### config.mk
export PLATFORM = sky130hd
export DESIGN_NAME = legv8_exec_ctrl_flat
export DESIGN_NICKNAME = d
export VERILOG_FILES = /design/src/rtl/legv8_pkg.sv /design/src/rtl/legv8_exec_ctrl_if.sv /design/src/rtl/legv8_exec_ctrl_adder.sv /design/src/rtl/legv8_exec_ctrl.sv /design/src/flat_wrapper.sv
export SDC_FILE = /design/constraint.sdc
export NUM_CORES = 1
export LEC_CHECK = 0
export BUFFER_PORTS_ARGS = -buffer_cell sky130_fd_sc_hd__buf_2
export CORE_ASPECT_RATIO = 1.2
export CORE_MARGIN = 10
export CORE_UTILIZATION = 35
export DETAILED_ROUTE_END_ITERATION = 12
export GPL_TIMING_DRIVEN = 0
export SLEW_MARGIN = 15
export SYNTH_ARGS = -nofsm -noshare
export SYNTH_HDL_FRONTEND = slang
export SYNTH_HIERARCHICAL = 1
export SYNTH_SLANG_ARGS = --single-unit
export TNS_END_PERCENT = 1
### constraint.sdc
create_clock -name clk -period 6.1 [get_ports clk]
set_clock_uncertainty 0.05 [all_clocks]
set_input_delay 0.305 -clock clk [delete_from_list [all_inputs] [get_ports clk]]
set_output_delay 0.305 -clock clk [all_outputs]
set_load 0.02 [all_outputs]
### src/rtl/legv8_pkg.sv
// Shared LEGv8 definitions: control-bus bit positions, ALU operation codes,
// opcode match patterns and the branch condition code used by B.cond.
package legv8_pkg;

    localparam int CTRL_W       = 11;
    localparam int CTRL_FLAGUP  = 0;
    localparam int CTRL_REG2LOC = 1;
    localparam int CTRL_BRTAKEN = 2;
    localparam int CTRL_UNCONDB = 3;
    localparam int CTRL_MEMREAD = 4;
    localparam int CTRL_MEM2REG = 5;
    localparam int CTRL_MEMWR   = 6;
    localparam int CTRL_ALUSRC  = 7;
    localparam int CTRL_REGWR   = 8;
    localparam int CTRL_SHIFT   = 9;
    localparam int CTRL_IMMSEL  = 10;

    localparam int FLAG_N = 3;
    localparam int FLAG_Z = 2;
    localparam int FLAG_V = 1;
    localparam int FLAG_C = 0;

    typedef enum logic [2:0] {
        ALU_PASSB = 3'b000,
        ALU_ADD   = 3'b010,
        ALU_SUB   = 3'b011,
        ALU_AND   = 3'b100,
        ALU_ORR   = 3'b101,
        ALU_EOR   = 3'b110
    } alu_op_e;

    localparam logic [9:0]  OP_ADDI  = 10'b1001000100;
    localparam logic [10:0] OP_ADDS  = 11'b10101011000;
    localparam logic [10:0] OP_SUBS  = 11'b11101011000;
    localparam logic [10:0] OP_AND   = 11'b10001010000;
    localparam logic [10:0] OP_EOR   = 11'b11001010000;
    localparam logic [10:0] OP_LSR   = 11'b11010011010;
    localparam logic [10:0] OP_LDUR  = 11'b11111000010;
    localparam logic [10:0] OP_STUR  = 11'b11111000000;
    localparam logic [5:0]  OP_B     = 6'b000101;
    localparam logic [7:0]  OP_BCOND = 8'b01010100;
    localparam logic [7:0]  OP_CBZ   = 8'b10110100;

    localparam logic [4:0]  COND_LT  = 5'b01011;

    // Signed "less than" from a {N,Z,V,C} flag nibble.
    function automatic logic cond_lt(input logic [3:0] fl);
        return fl[FLAG_N] ^ fl[FLAG_V];
    endfunction

endpackage

### src/rtl/legv8_exec_ctrl_if.sv
// ID/EX control bus between the datapath (master) and the execute controller (slave).
interface legv8_exec_ctrl_if #(
    parameter int DW = 64
);
    logic [31:0]   instr;
    logic [DW-1:0] pc_id;
    logic          db_zero;
    logic [DW-1:0] op_a;
    logic [DW-1:0] op_b;
    logic [10:0]   ctrl_id;
    logic [2:0]    alu_op_id;
    logic [DW-1:0] branch_target;
    logic [DW-1:0] alu_result;
    logic [3:0]    flags_ex;
    logic [3:0]    flags;

    modport master (
        output instr, pc_id, db_zero, op_a, op_b,
        input  ctrl_id, alu_op_id, branch_target, alu_result, flags_ex, flags
    );

    modport slave (
        input  instr, pc_id, db_zero, op_a, op_b,
        output ctrl_id, alu_op_id, branch_target, alu_result, flags_ex, flags
    );
endinterface

### src/rtl/legv8_exec_ctrl_adder.sv
// DW-bit adder with carry-in, shared by the ALU and the branch-target path.
module legv8_exec_ctrl_adder #(
    parameter int DW = 64
) (
    input  logic [DW-1:0] a_i,
    input  logic [DW-1:0] b_i,
    input  logic          cin_i,
    output logic [DW-1:0] sum_o,
    output logic          carry_out_o,
    output logic          overflow_o
);
    logic [DW:0] full_s;

    // Wide add; overflow when like-signed operands give an opposite-signed sum.
    always_comb begin
        full_s      = {1'b0, a_i} + {1'b0, b_i} + {{DW{1'b0}}, cin_i};
        sum_o       = full_s[DW-1:0];
        carry_out_o = full_s[DW];
        overflow_o  = (a_i[DW-1] == b_i[DW-1]) && (full_s[DW-1] != a_i[DW-1]);
    end
endmodule

### src/rtl/legv8_exec_ctrl.sv
// LEGv8 ID-stage decoder, branch-target adder and EX-stage ALU with flag register.
// Define LEGV8_FLAG_FWD_EN to forward EX-stage flags into B.cond decode.
module legv8_exec_ctrl
    import legv8_pkg::*;
#(
    parameter int DW = 64
) (
    input  logic              clk,
    input  logic              reset,
    legv8_exec_ctrl_if.slave  bus
);
    logic [CTRL_W-1:0] ctrl_s;
    logic [2:0]        op_s;
    logic [3:0]        dec_flags_s;
    logic [DW-1:0]     off_s;
    logic [DW-1:0]     off_sh_s;
    logic [DW-1:0]     br_sum_s;

    logic [2:0]        alu_op_q, alu_op_d;
    logic              flag_up_q, flag_up_d;
    logic [3:0]        flags_q, flags_d;

    logic [DW-1:0]     b_eff_s;
    logic              cin_s;
    logic [DW-1:0]     sum_s;
    logic              cout_s;
    logic              ovf_s;
    logic [DW-1:0]     res_s;
    logic              c_s;
    logic              v_s;
    logic [3:0]        flags_ex_s;

    // Flags seen by B.cond in decode.
    always_comb begin
`ifdef LEGV8_FLAG_FWD_EN
        if (flag_up_q) begin
            dec_flags_s = flags_ex_s;
        end else begin
            dec_flags_s = flags_q;
        end
`else
        dec_flags_s = flags_q;
`endif
    end

    // Instruction decode: opcode match to control bus and ALU operation.
    always_comb begin
        ctrl_s = {CTRL_W{1'b0}};
        op_s   = ALU_PASSB;
        if (bus.instr[31:22] == OP_ADDI) begin
            ctrl_s[CTRL_REGWR]  = 1'b1;
            ctrl_s[CTRL_ALUSRC] = 1'b1;
            ctrl_s[CTRL_IMMSEL] = 1'b1;
            op_s                = ALU_ADD;
        end else if ((bus.instr[31:21] == OP_ADDS) || (bus.instr[31:21] == OP_SUBS)) begin
            ctrl_s[CTRL_REGWR]   = 1'b1;
            ctrl_s[CTRL_REG2LOC] = 1'b1;
            ctrl_s[CTRL_FLAGUP]  = 1'b1;
            op_s                 = (bus.instr[31:21] == OP_SUBS) ? ALU_SUB : ALU_ADD;
        end else if ((bus.instr[31:21] == OP_AND) || (bus.instr[31:21] == OP_EOR)) begin
            ctrl_s[CTRL_REGWR]   = 1'b1;
            ctrl_s[CTRL_REG2LOC] = 1'b1;
            op_s                 = (bus.instr[31:21] == OP_EOR) ? ALU_EOR : ALU_AND;
        end else if (bus.instr[31:21] == OP_LSR) begin
            ctrl_s[CTRL_REGWR] = 1'b1;
            ctrl_s[CTRL_SHIFT] = 1'b1;
            op_s               = ALU_PASSB;
        end else if (bus.instr[31:21] == OP_LDUR) begin
            ctrl_s[CTRL_REGWR]   = 1'b1;
            ctrl_s[CTRL_ALUSRC]  = 1'b1;
            ctrl_s[CTRL_MEMREAD] = 1'b1;
            ctrl_s[CTRL_MEM2REG] = 1'b1;
            op_s                 = ALU_ADD;
        end else if (bus.instr[31:21] == OP_STUR) begin
            ctrl_s[CTRL_MEMWR]  = 1'b1;
            ctrl_s[CTRL_ALUSRC] = 1'b1;
            op_s                = ALU_ADD;
        end else if (bus.instr[31:26] == OP_B) begin
            ctrl_s[CTRL_BRTAKEN] = 1'b1;
            ctrl_s[CTRL_UNCONDB] = 1'b1;
        end else if (bus.instr[31:24] == OP_BCOND) begin
            if (bus.instr[4:0] == COND_LT) begin
                ctrl_s[CTRL_BRTAKEN] = cond_lt(dec_flags_s);
            end else begin
                ctrl_s = {CTRL_W{1'b0}};
            end
        end else if (bus.instr[31:24] == OP_CBZ) begin
            ctrl_s[CTRL_BRTAKEN] = bus.db_zero;
        end else begin
            ctrl_s = {CTRL_W{1'b0}};
        end
    end

    // Word-scaled branch offset: imm26 for B, imm19 for conditional forms.
    always_comb begin
        if (ctrl_s[CTRL_UNCONDB]) begin
            off_s = {{(DW-26){bus.instr[25]}}, bus.instr[25:0]};
        end else begin
            off_s = {{(DW-19){bus.instr[23]}}, bus.instr[23:5]};
        end
        off_sh_s = {off_s[DW-3:0], 2'b00};
    end

    legv8_exec_ctrl_adder #(.DW(DW)) u_br_add (
        .a_i         (bus.pc_id),
        .b_i         (off_sh_s),
        .cin_i       (1'b0),
        .sum_o       (br_sum_s),
        .carry_out_o (),
        .overflow_o  ()
    );

    // Subtraction runs through the same adder as A + ~B + 1.
    always_comb begin
        if (alu_op_q == ALU_SUB) begin
            b_eff_s = ~bus.op_b;
            cin_s   = 1'b1;
        end else begin
            b_eff_s = bus.op_b;
            cin_s   = 1'b0;
        end
    end

    legv8_exec_ctrl_adder #(.DW(DW)) u_alu_add (
        .a_i         (bus.op_a),
        .b_i         (b_eff_s),
        .cin_i       (cin_s),
        .sum_o       (sum_s),
        .carry_out_o (cout_s),
        .overflow_o  (ovf_s)
    );

    // EX-stage ALU result and flags from the registered operation.
    always_comb begin
        c_s = 1'b0;
        v_s = 1'b0;
        case (alu_op_q)
            ALU_PASSB: res_s = bus.op_b;
            ALU_ADD, ALU_SUB: begin
                res_s = sum_s;
                c_s   = cout_s;
                v_s   = ovf_s;
            end
            ALU_AND:   res_s = bus.op_a & bus.op_b;
            ALU_ORR:   res_s = bus.op_a | bus.op_b;
            ALU_EOR:   res_s = bus.op_a ^ bus.op_b;
            default:   res_s = {DW{1'b0}};
        endcase
        flags_ex_s = {res_s[DW-1], (res_s == {DW{1'b0}}), v_s, c_s};
    end

    // Next state of the ID/EX pipeline registers and committed flags.
    always_comb begin
        alu_op_d  = op_s;
        flag_up_d = ctrl_s[CTRL_FLAGUP];
        if (flag_up_q) begin
            flags_d = flags_ex_s;
        end else begin
            flags_d = flags_q;
        end
    end

    // State registers; reset wins over a pending flag update.
    always_ff @(posedge clk) begin
        if (reset) begin
            alu_op_q  <= 3'b000;
            flag_up_q <= 1'b0;
            flags_q   <= 4'b0000;
        end else begin
            alu_op_q  <= alu_op_d;
            flag_up_q <= flag_up_d;
            flags_q   <= flags_d;
        end
    end

    assign bus.ctrl_id       = ctrl_s;
    assign bus.alu_op_id     = op_s;
    assign bus.branch_target = br_sum_s;
    assign bus.alu_result    = res_s;
    assign bus.flags_ex      = flags_ex_s;
    assign bus.flags         = flags_q;

endmodule

### src/flat_wrapper.sv
// flat-port wrapper written by rule: the top's interface ports become plain ports
module legv8_exec_ctrl_flat import legv8_pkg::*;
#(
    parameter int DW = 64
)
  (clk, reset, bus_instr, bus_pc_id, bus_db_zero, bus_op_a, bus_op_b, bus_ctrl_id, bus_alu_op_id, bus_branch_target, bus_alu_result, bus_flags_ex, bus_flags);
  legv8_exec_ctrl_if #(.DW(DW)) bus_i ();
  input  logic clk;
  input  logic reset;
  input wire logic [$bits(bus_i.instr)-1:0] bus_instr;
  input wire logic [$bits(bus_i.pc_id)-1:0] bus_pc_id;
  input wire logic [$bits(bus_i.db_zero)-1:0] bus_db_zero;
  input wire logic [$bits(bus_i.op_a)-1:0] bus_op_a;
  input wire logic [$bits(bus_i.op_b)-1:0] bus_op_b;
  output wire logic [$bits(bus_i.ctrl_id)-1:0] bus_ctrl_id;
  output wire logic [$bits(bus_i.alu_op_id)-1:0] bus_alu_op_id;
  output wire logic [$bits(bus_i.branch_target)-1:0] bus_branch_target;
  output wire logic [$bits(bus_i.alu_result)-1:0] bus_alu_result;
  output wire logic [$bits(bus_i.flags_ex)-1:0] bus_flags_ex;
  output wire logic [$bits(bus_i.flags)-1:0] bus_flags;
  assign bus_i.instr = bus_instr;
  assign bus_i.pc_id = bus_pc_id;
  assign bus_i.db_zero = bus_db_zero;
  assign bus_i.op_a = bus_op_a;
  assign bus_i.op_b = bus_op_b;
  assign bus_ctrl_id = bus_i.ctrl_id;
  assign bus_alu_op_id = bus_i.alu_op_id;
  assign bus_branch_target = bus_i.branch_target;
  assign bus_alu_result = bus_i.alu_result;
  assign bus_flags_ex = bus_i.flags_ex;
  assign bus_flags = bus_i.flags;
  legv8_exec_ctrl #(.DW(DW)) u_core (.clk(clk), .reset(reset), .bus(bus_i));
endmodule
# == Word level (Yosys, flattened, before mapping) ==
# Cells that the tools add are included.
# word_totals
regBits,8
wordCells,103
inputBits,227
output_inout_bits,150
# op_classes
muxes,67
bitwise,5
addsub,3
reduce_logical,6
eq_ne,19
# ops
cell,n
$pmux 64 s5,1
$eq 11x11->1 const B,7
$mux 11,7
$add 64x64->65,1
$add 65x1->65,1
$add 64x64->64,1
$and 64x64->64,1
$logic_not 64->1,1
$mux 64,1
$not 64->64,1
$or 64x64->64,1
$xor 64x64->64,1
$mux 62,1
$mux 7,8
$mux 2,18
$mux 3,12
$mux 6,3
$mux 1,14
$eq 10x10->1 const B,1
$eq 3x3->1 const B,3
$eq 8x7->1 const B,1
$eq 8x8->1 const B,1
$mux 8,1
$eq 3x2->1 const B,2
other kinds (10),11

# == Depth between registers and ports, before layout ==
# Gate-level depths: netlist of run 1.
# logic_depth
depth_word,30
depth_mapped,28
mapped_depth_nobuf,21

# == By module ==
# The synthesis of run 1 kept the hierarchy.
# by_module_without_submodules
module,instances,area_per_inst_um2,cells_per_inst,seq_area_each_um2
legv8_exec_ctrl,1,6399.9,890,160.2
legv8_exec_ctrl_adder (u_core.u_br_add),1,3988.8,586,0.0
legv8_exec_ctrl_adder (u_core.u_alu_add),1,3966.3,576,0.0

# == Least setup slack after synthesis of run 1 ==
# No wires, ideal clock.
# synth_path
kind,register -> output
startpoint,register u_core.alu_op_q[0]
endpoint,output bus_flags_ex[2]
required_time_ps,5745
stages_incl_launch_ff,27
arrival_ps,6758
slack_ps,-1013
path_buffers,8
path_cell_list,dfxtp_1 -> buf_4 -> buf_4 -> buf_4 -> buf_2 -> buf_2 -> buf_2 -> nand2_1 -> clkbuf_1 -> clkbuf_1 -> inv_1 -> fa_1 -> fa_1 -> a211oi_1 -> o211ai_1 -> a32oi_2 -> nor2_1 -> o31ai_2 -> o31ai_2 -> a21oi_1 -> a211oi_1 -> nand2_1 -> o311a_1 -> a21oi_1 -> or4_1 -> or4_1 -> nor4_1
# synth_between
elab_cells_between_ends,13
cone_classes,add/sub: 2; eq/ne: 5; mux: 3; reduce/logical: 3
# synth_rtl
element,line_no,source
from (decl),legv8_exec_ctrl.sv:19,"logic [2:0] alu_op_q, alu_op_d;"
from (signal assigned),legv8_exec_ctrl.sv:170,alu_op_q <= alu_op_d;
$eq 3x2->1,legv8_exec_ctrl.sv:115,if (alu_op_q == ALU_SUB) begin
$mux 1,legv8_exec_ctrl.sv:115,
via u_core.cin_s,legv8_exec_ctrl.sv:24,logic cin_s;
$add 65x1->65,legv8_exec_ctrl_adder.sv:16,"full_s = {1'b0, a_i} + {1'b0, b_i} + {{DW{1'b0}}, cin_i};"
via u_core.sum_s[58],legv8_exec_ctrl.sv:25,logic [DW-1:0] sum_s;
$pmux 64 s5,legv8_exec_ctrl.sv:137,case (alu_op_q)
via bus_alu_result[58],flat_wrapper.sv:18,output wire logic [$bits(bus_i.alu_result)-1:0] bus_alu_result;
$logic_not 64->1,legv8_exec_ctrl.sv:149,"flags_ex_s = {res_s[DW-1], (res_s == {DW{1'b0}}), v_s, c_s};"
to (decl),flat_wrapper.sv:19,output wire logic [$bits(bus_i.flags_ex)-1:0] bus_flags_ex;
# The timed path passes the listed nets, and every way through them passes these cells.

# == Worst setup path after layout of run 1 ==
# layout_path
startpoint,register u_core.alu_op_q[2]
endpoint,output bus_flags_ex[2]
# layout_between
elab_chain_len,6
elab_cells_between_ends,13
cone_classes,add/sub: 2; eq/ne: 5; mux: 3; reduce/logical: 3
# layout_rtl
element,line_no,source
$eq 3x2->1,legv8_exec_ctrl.sv:115,
$mux 64,legv8_exec_ctrl.sv:115,
via u_core.b_eff_s[0],legv8_exec_ctrl.sv:23,logic [DW-1:0] b_eff_s;
$add 64x64->65,legv8_exec_ctrl_adder.sv:16,
$add 65x1->65,legv8_exec_ctrl_adder.sv:16,
via u_core.sum_s[42],legv8_exec_ctrl.sv:25,
$pmux 64 s5,legv8_exec_ctrl.sv:137,
$logic_not 64->1,legv8_exec_ctrl.sv:149,
# The timed path passes the listed nets, and every way through them passes these cells.

==> flow_summary.yaml, run 1 <==
setup_path:
  endpoint_kind: "primary output"
  critPathArrivalTime_ps: 6040
  crit_family: "compound AO/OA/AOI/OAI gates"
  critical_path_depth: 27
  cp_slowest_stage_delay_ps: 450
  ff2ff_path_depth: 24
  worst_setup_path_start_kind: "register"
  path_class: "reg2out"
  cp.required_ps: 5740
  worstReg2RegEnd: "u_core/bus.flags[2]"
  reg2reg_slack_ps: -70
  startpoint: "u_core/alu_op_q[2]"
  r2r-start: "u_core/alu_op_q[2]"
  slowest_stage: "fa_2"
  cp_num_buf_inv: 7
  critPathCapture: "bus_flags_ex[2]"
  cp_max_fo: 6
synth:
  synth_area_sq_mm: 0.0143
  syn_area_per_cell_sq_um: 7.00
  synth_warnings: 6
  synth_cells: 2044
floorplanning:
  pin_count: 377
  dieArea_sq_mm: 0.0494
  die_w_um: 205
  die_y_um: 241
  rows: 81
  core_area_sq_mm: 0.0405
  initial_core_util: 0.353
outcome:
  status: "finished with violations"
  violations: "negative setup slack"
final_layout:
  drive_gt1_frac: 0.243
  fill_cells: 4269
  syn_to_final_growth_pct: 25.1
  nNetsFinal: 2952
  finalInstanceArea_sq_mm: 0.0179
pwr:
  ir_drop_mv: 0.100
  p_per_area_mw_per_mm2: 106
  leakagePower_nw: 8.67
sta:
  fin_hold_ws_ps: 356
  slew_headroom: 0.399
  setup_viol: 2
  fin_ws_ps: -293
  fin_crit_sh: 1.05
  hold_viol_final: 0
  timing.fmax_mhz: 156
  tightest_slew_ps: 892
  slew_viol_final: 0
  rsz0062_at_grt: "true"
  min_period_ps: 6390
detailed_routing:
  vias: 17600
  firstDrtPassIters: 5
  wl_per_cell_um: 23.3
  drt-total-wl_um: 70000
  via_per_inst: 5.85
  drc: 0
  drtIter0Drc: 1419
  antenna_left: 0
placement:
  place_congestion: 1.00
  dpl_cell_area_sq_mm: 0.0169
  hpwl_um: 58300
  io_buffer_count: 375
clock_network:
  htree_levels: 1
  numCtsBuffers: 3
  path_clk_slew_ps: 40
  insertion_delay_ps: 230
  clk_path_buf_depth: 2
  cts_tree: "done"
  clock_sinks: 8
  cts_hold_buffers: 0
  cts-root-buf: "clkbuf_16"
grt:
  grt_pass1_vias: 17700
  grt.overflow.total: 0
  grt.total_usage: 0.266
  grt_max_degree: 38
  grt_first_pass_wirelength_um: 104000
  grt_antenna_before_repair: 7
worst_hold_path:
  min_path_type: "in2reg"
flow_run:
  max_cap_violations: 0
-- cells in the final DEF (no fill, tap or decap), types with 8 or more instances in the layout --
cell and n:
a211oi_1 11, a21o_1 63, a21oi_1 192, a221o_1 18, a221oi_1 15, a22oi_1 9
a31oi_1 18, and2_1 23, buf_1 11, buf_2 405, buf_4 63, clkbuf_1 39
ha_1 249, inv_1 193, mux2i_1 58, nand2_1 203, nand2b_1 15, nand3_1 32
nand4_1 46, nor2_1 97, nor2b_1 24, nor3_1 34, nor4_1 9, o211ai_1 13
o21a_1 20, o21ai_0 86, o21ai_1 14, o21ai_2 8, o21bai_1 25, o221ai_1 20
o22a_1 23, o22ai_1 25, o31a_1 9, o31ai_1 11, xnor2_1 130, xor2_1 49
-- through the flow --
step / setup TNS [ps] / power, W / worst slack (ps) / utilization / std cells
after floorplan: -2.43 / 0.00114 / -2.43 / - / 2047
after global placement: -23360 / 0.00169 / -2190 / 0.418 / 2961
after detailed placement: -20480 / 0.00170 / -2160 / 0.418 / 2961
after CTS: -816 / 0.00186 / -469 / 0.435 / 2997
after global routing: -641 / 0.00205 / -416 / 0.441 / 3004
final: -361 / 0.00191 / -293 / 0.442 / 3008
-- worst min path at each step --
stage / from / endpoint / slack, ps / depth (start not counted)
finish: reset / u_core/flag_up_q / 360 / 2
global route: reset / u_core/flag_up_q / 390 / 2
CTS: reset / u_core/flag_up_q / 350 / 2
detailed placement: u_core/bus.flags[0] / u_core/bus.flags[0] / 410 / 2
global placement: u_core/bus.flags[2] / u_core/bus.flags[2] / 410 / 2
floorplan: u_core/flag_up_q / u_core/bus.flags[0] / 420 / 2
-- timing repair --
action / CTS / global route
resized for setup: 86 / 51
setup buffers: 37 / 20
pin swaps: 36 / 44
setup endpoints to repair: 52 / 3
-- worst register-to-register path: cells and delay by family (launching register included) --
| family | cells | cell delay [ps] |
|---|---|---|
| simple gates | 6 | 1980 |
| compound gates | 8 | 1690 |
| buf+inv | 6 | 890 |
| fa+ha+maj | 2 | 840 |
| flops | 1 | 350 |
| xor+xnor | 2 | 300 |
-- metal layers --
metal / vias to the layer above / GRT usage / wire (um)
met4: 8 / 0.149 / 4310
met1: 8355 / 0.286 / 25400
met3: 196 / 0.0405 / 5010
met5: - / 0 / 68
li1: 8244 / - / -
met2: 784 / 0.487 / 35200
-- where the power goes --
| group | internal (W) | total, W | switching, W |
|---|---|---|---|
| sequential | 0.0000513 | 0.0000514 | 0.0000000771 |
| clock | 0.0000844 | 0.000109 | 0.0000249 |
| combinational | 0.000652 | 0.00175 | 0.00109 |
-- layout make-up --
type                    instances  area, sq um  share of cell area
clock buffers                   3         75.1             0.00419
diodes                          4         10.0            0.000559
inverters                     195          737              0.0412
flip-flops and latches          8          171             0.00958
well taps                     539          674              0.0377
plain buffers                 104          653              0.0365
multi-input cells            1723        13300               0.741
repair buffers                432         2320               0.130
-- flip-flops by register name, summed over array words and instances (netlist names) --
signal,count
u_core/alu_op_q,3
u_core/flag_up_q,1
u_core/bus.flags,4
Power figures use the tool's default switching activity.
==> run 2, diff against run 1 <==
--- a/config.mk
+++ b/config.mk
@@ -6,11 +6,13 @@
 export NUM_CORES = 1
 export LEC_CHECK = 0
 export BUFFER_PORTS_ARGS = -buffer_cell sky130_fd_sc_hd__buf_2
+export CAP_MARGIN = 20
 export CORE_ASPECT_RATIO = 1.2
 export CORE_MARGIN = 10
-export CORE_UTILIZATION = 35
+export CORE_UTILIZATION = 51
 export DETAILED_ROUTE_END_ITERATION = 12
 export GPL_TIMING_DRIVEN = 0
+export PLACE_DENSITY = 0.81
 export SLEW_MARGIN = 15
 export SYNTH_ARGS = -nofsm -noshare
 export SYNTH_HDL_FRONTEND = slang
==> flow_summary.yaml, run 2 (synthesized netlist as in run 1, its figures left out) <==
sta:
  fin_ws_ps: -470
  slew_headroom: 0.413
  tightest_slew_ps: 881
  hold_viol_final: 0
  setup_viol: 2
  rsz0062_at_grt: "true"
  timing.fmax_mhz: 152
  min_period_ps: 6570
  slew_viol_final: 0
  fin_crit_sh: 1.08
clock_network:
  clk_path_buf_depth: 2
  cts_hold_buffers: 0
  cts_tree: "done"
  path_clk_slew_ps: 40
  numCtsBuffers: 3
  htree_levels: 1
  insertion_delay_ps: 230
  cts-root-buf: "clkbuf_16"
  clock_sinks: 8
detailed_routing:
  drtIter0Drc: 1712
  wl_per_cell_um: 23.7
  drt-total-wl_um: 67600
  vias: 17900
  via_per_inst: 6.30
  drc: 0
  firstDrtPassIters: 8
  antenna_left: 0
final_layout:
  drive_gt1_frac: 0.234
  final_cells: 2846
  final_core_util: 0.629
  layout_commonest_cell: "buf_2"
  nNetsFinal: 2948
  fill_cells: 2718
  largest_reg_flops: 4
  final_cell_mix: "buf_2 (406), ha_1 (251), nand2_1 (203)"
  syn_to_final_growth_pct: 22.4
setup_path:
  path_class: "reg2out"
  reg2reg_slack_ps: -230
  ff2ff_path_depth: 26
  cp.required_ps: 5740
  worst_setup_path_start_kind: "register"
  r2r-start: "u_core/alu_op_q[1]"
  worstReg2RegEnd: "u_core/bus.flags[2]"
  cp_max_fo: 7
  startpoint: "u_core/alu_op_q[1]"
  endpoint_kind: "primary output"
  critPathArrivalTime_ps: 6220
  critPathCapture: "bus_flags_ex[2]"
floorplanning:
  core_area_sq_mm: 0.0278
  initial_core_util: 0.514
  die_w_um: 173
  dieArea_sq_mm: 0.0352
  rows: 67
  pin_count: 377
  die_y_um: 203
outcome:
  violations: "negative setup slack"
  status: "finished with violations"
placement:
  hpwl_um: 56000
  place_congestion: 1.03
  io_buffer_count: 375
  dp_cells: 2801
  dp_slack_ps: -2060
worst_hold_path:
  hold_depth: 2
  min_path_type: "in2reg"
grt:
  grt_first_pass_wirelength_um: 102000
  grt.total_usage: 0.357
  grt_max_degree: 38
  grt_pass1_vias: 18100
  grt_antenna_before_repair: 12
  grt.overflow.total: 0
pwr:
  p_total_w: 0.00191
  p_per_area_mw_per_mm2: 109
  ir_drop_mv: 0.103
  leakagePower_nw: 8.56
flow_run:
  max_cap_violations: 0
-- run 2: cell count changes in the layout (fill, tap and decap cells not counted), sizes merged --
cell    before  now
buf        493  485
clkbuf      46   50
diode        4    6
-- run 2: worst min path at each step --
stage | startpoint | endpoint | slack [ps]
3_5_place_dp | u_core/bus.flags[2] | u_core/bus.flags[2] | 410
5_1_grt | reset | u_core/alu_op_q[2] | 410
2_1_floorplan | u_core/flag_up_q | u_core/bus.flags[0] | 420
4_1_cts | reset | u_core/alu_op_q[2] | 380
3_3_place_gp | u_core/bus.flags[2] | u_core/bus.flags[2] | 400
6_report | reset | u_core/alu_op_q[2] | 410
-- run 2: final cells by class --
class / count / area (sq um) / area share
multi-input combinational: 1723 / 13100 / 0.749
timing repair buffer: 424 / 2270 / 0.130
inverter: 195 / 737 / 0.0421
buffer: 108 / 648 / 0.0370
tap: 379 / 474 / 0.0271
sequential: 8 / 169 / 0.00965
clock buffer: 3 / 75.1 / 0.00429
antenna: 6 / 15.0 / 0.000858
-- run 2: timing repair --
action,CTS,global route
cloned,1,0
setup endpoints to repair,50,3
gates resized for setup,73,25
pin swaps,32,21
buffers inserted,32,16
-- run 2: through the flow --
step	hold slack, ps	setup TNS, ps	instance area [sq um]
4_1_cts	382	-856	17400
3_5_place_dp	411	-18030	16700
5_1_grt	413	-868	17500
6_report	407	-700	17500
3_3_place_gp	402	-16780	16700
2_1_floorplan	421	-2.43	14400
-- run 2: metal layers --
layer	GRT usage	vias up	share of wire
met4	0.244	14	0.074
met2	0.638	1033	0.48
li1	-	8230	-
met1	0.371	8378	0.36
met5	0	-	0.0012
met3	0.0733	272	0.086
-- run 2: power breakdown --
part	switching, W	internal [W]
Clock	0.0000267	0.0000846
Combinational	0.00110	0.000642
Sequential	0.0000000339	0.0000517
Total	0.00113	0.000779
-- run 2: worst max-delay path, cell delays in order (launching register included) --
cell	delay (ps)
dfxtp_2	340
buf_12	140
buf_12	120
nor2b_4	210
nand2_8	70
clkbuf_16	180
xnor2_4	140
fa_2	460
fa_2	390
a211oi_2	260
o211ai_1	210
a32oi_4	310
buf_12	160
nor2_4	40
o31ai_4	320
o31ai_4	120
buf_6	160
a21oi_4	260
o21ai_2	100
xor2_1	170
a21oi_1	150
o31ai_1	80
o21ai_1	200
o2111ai_2	310
or4_4	510
nor4_4	330
buf_4	200
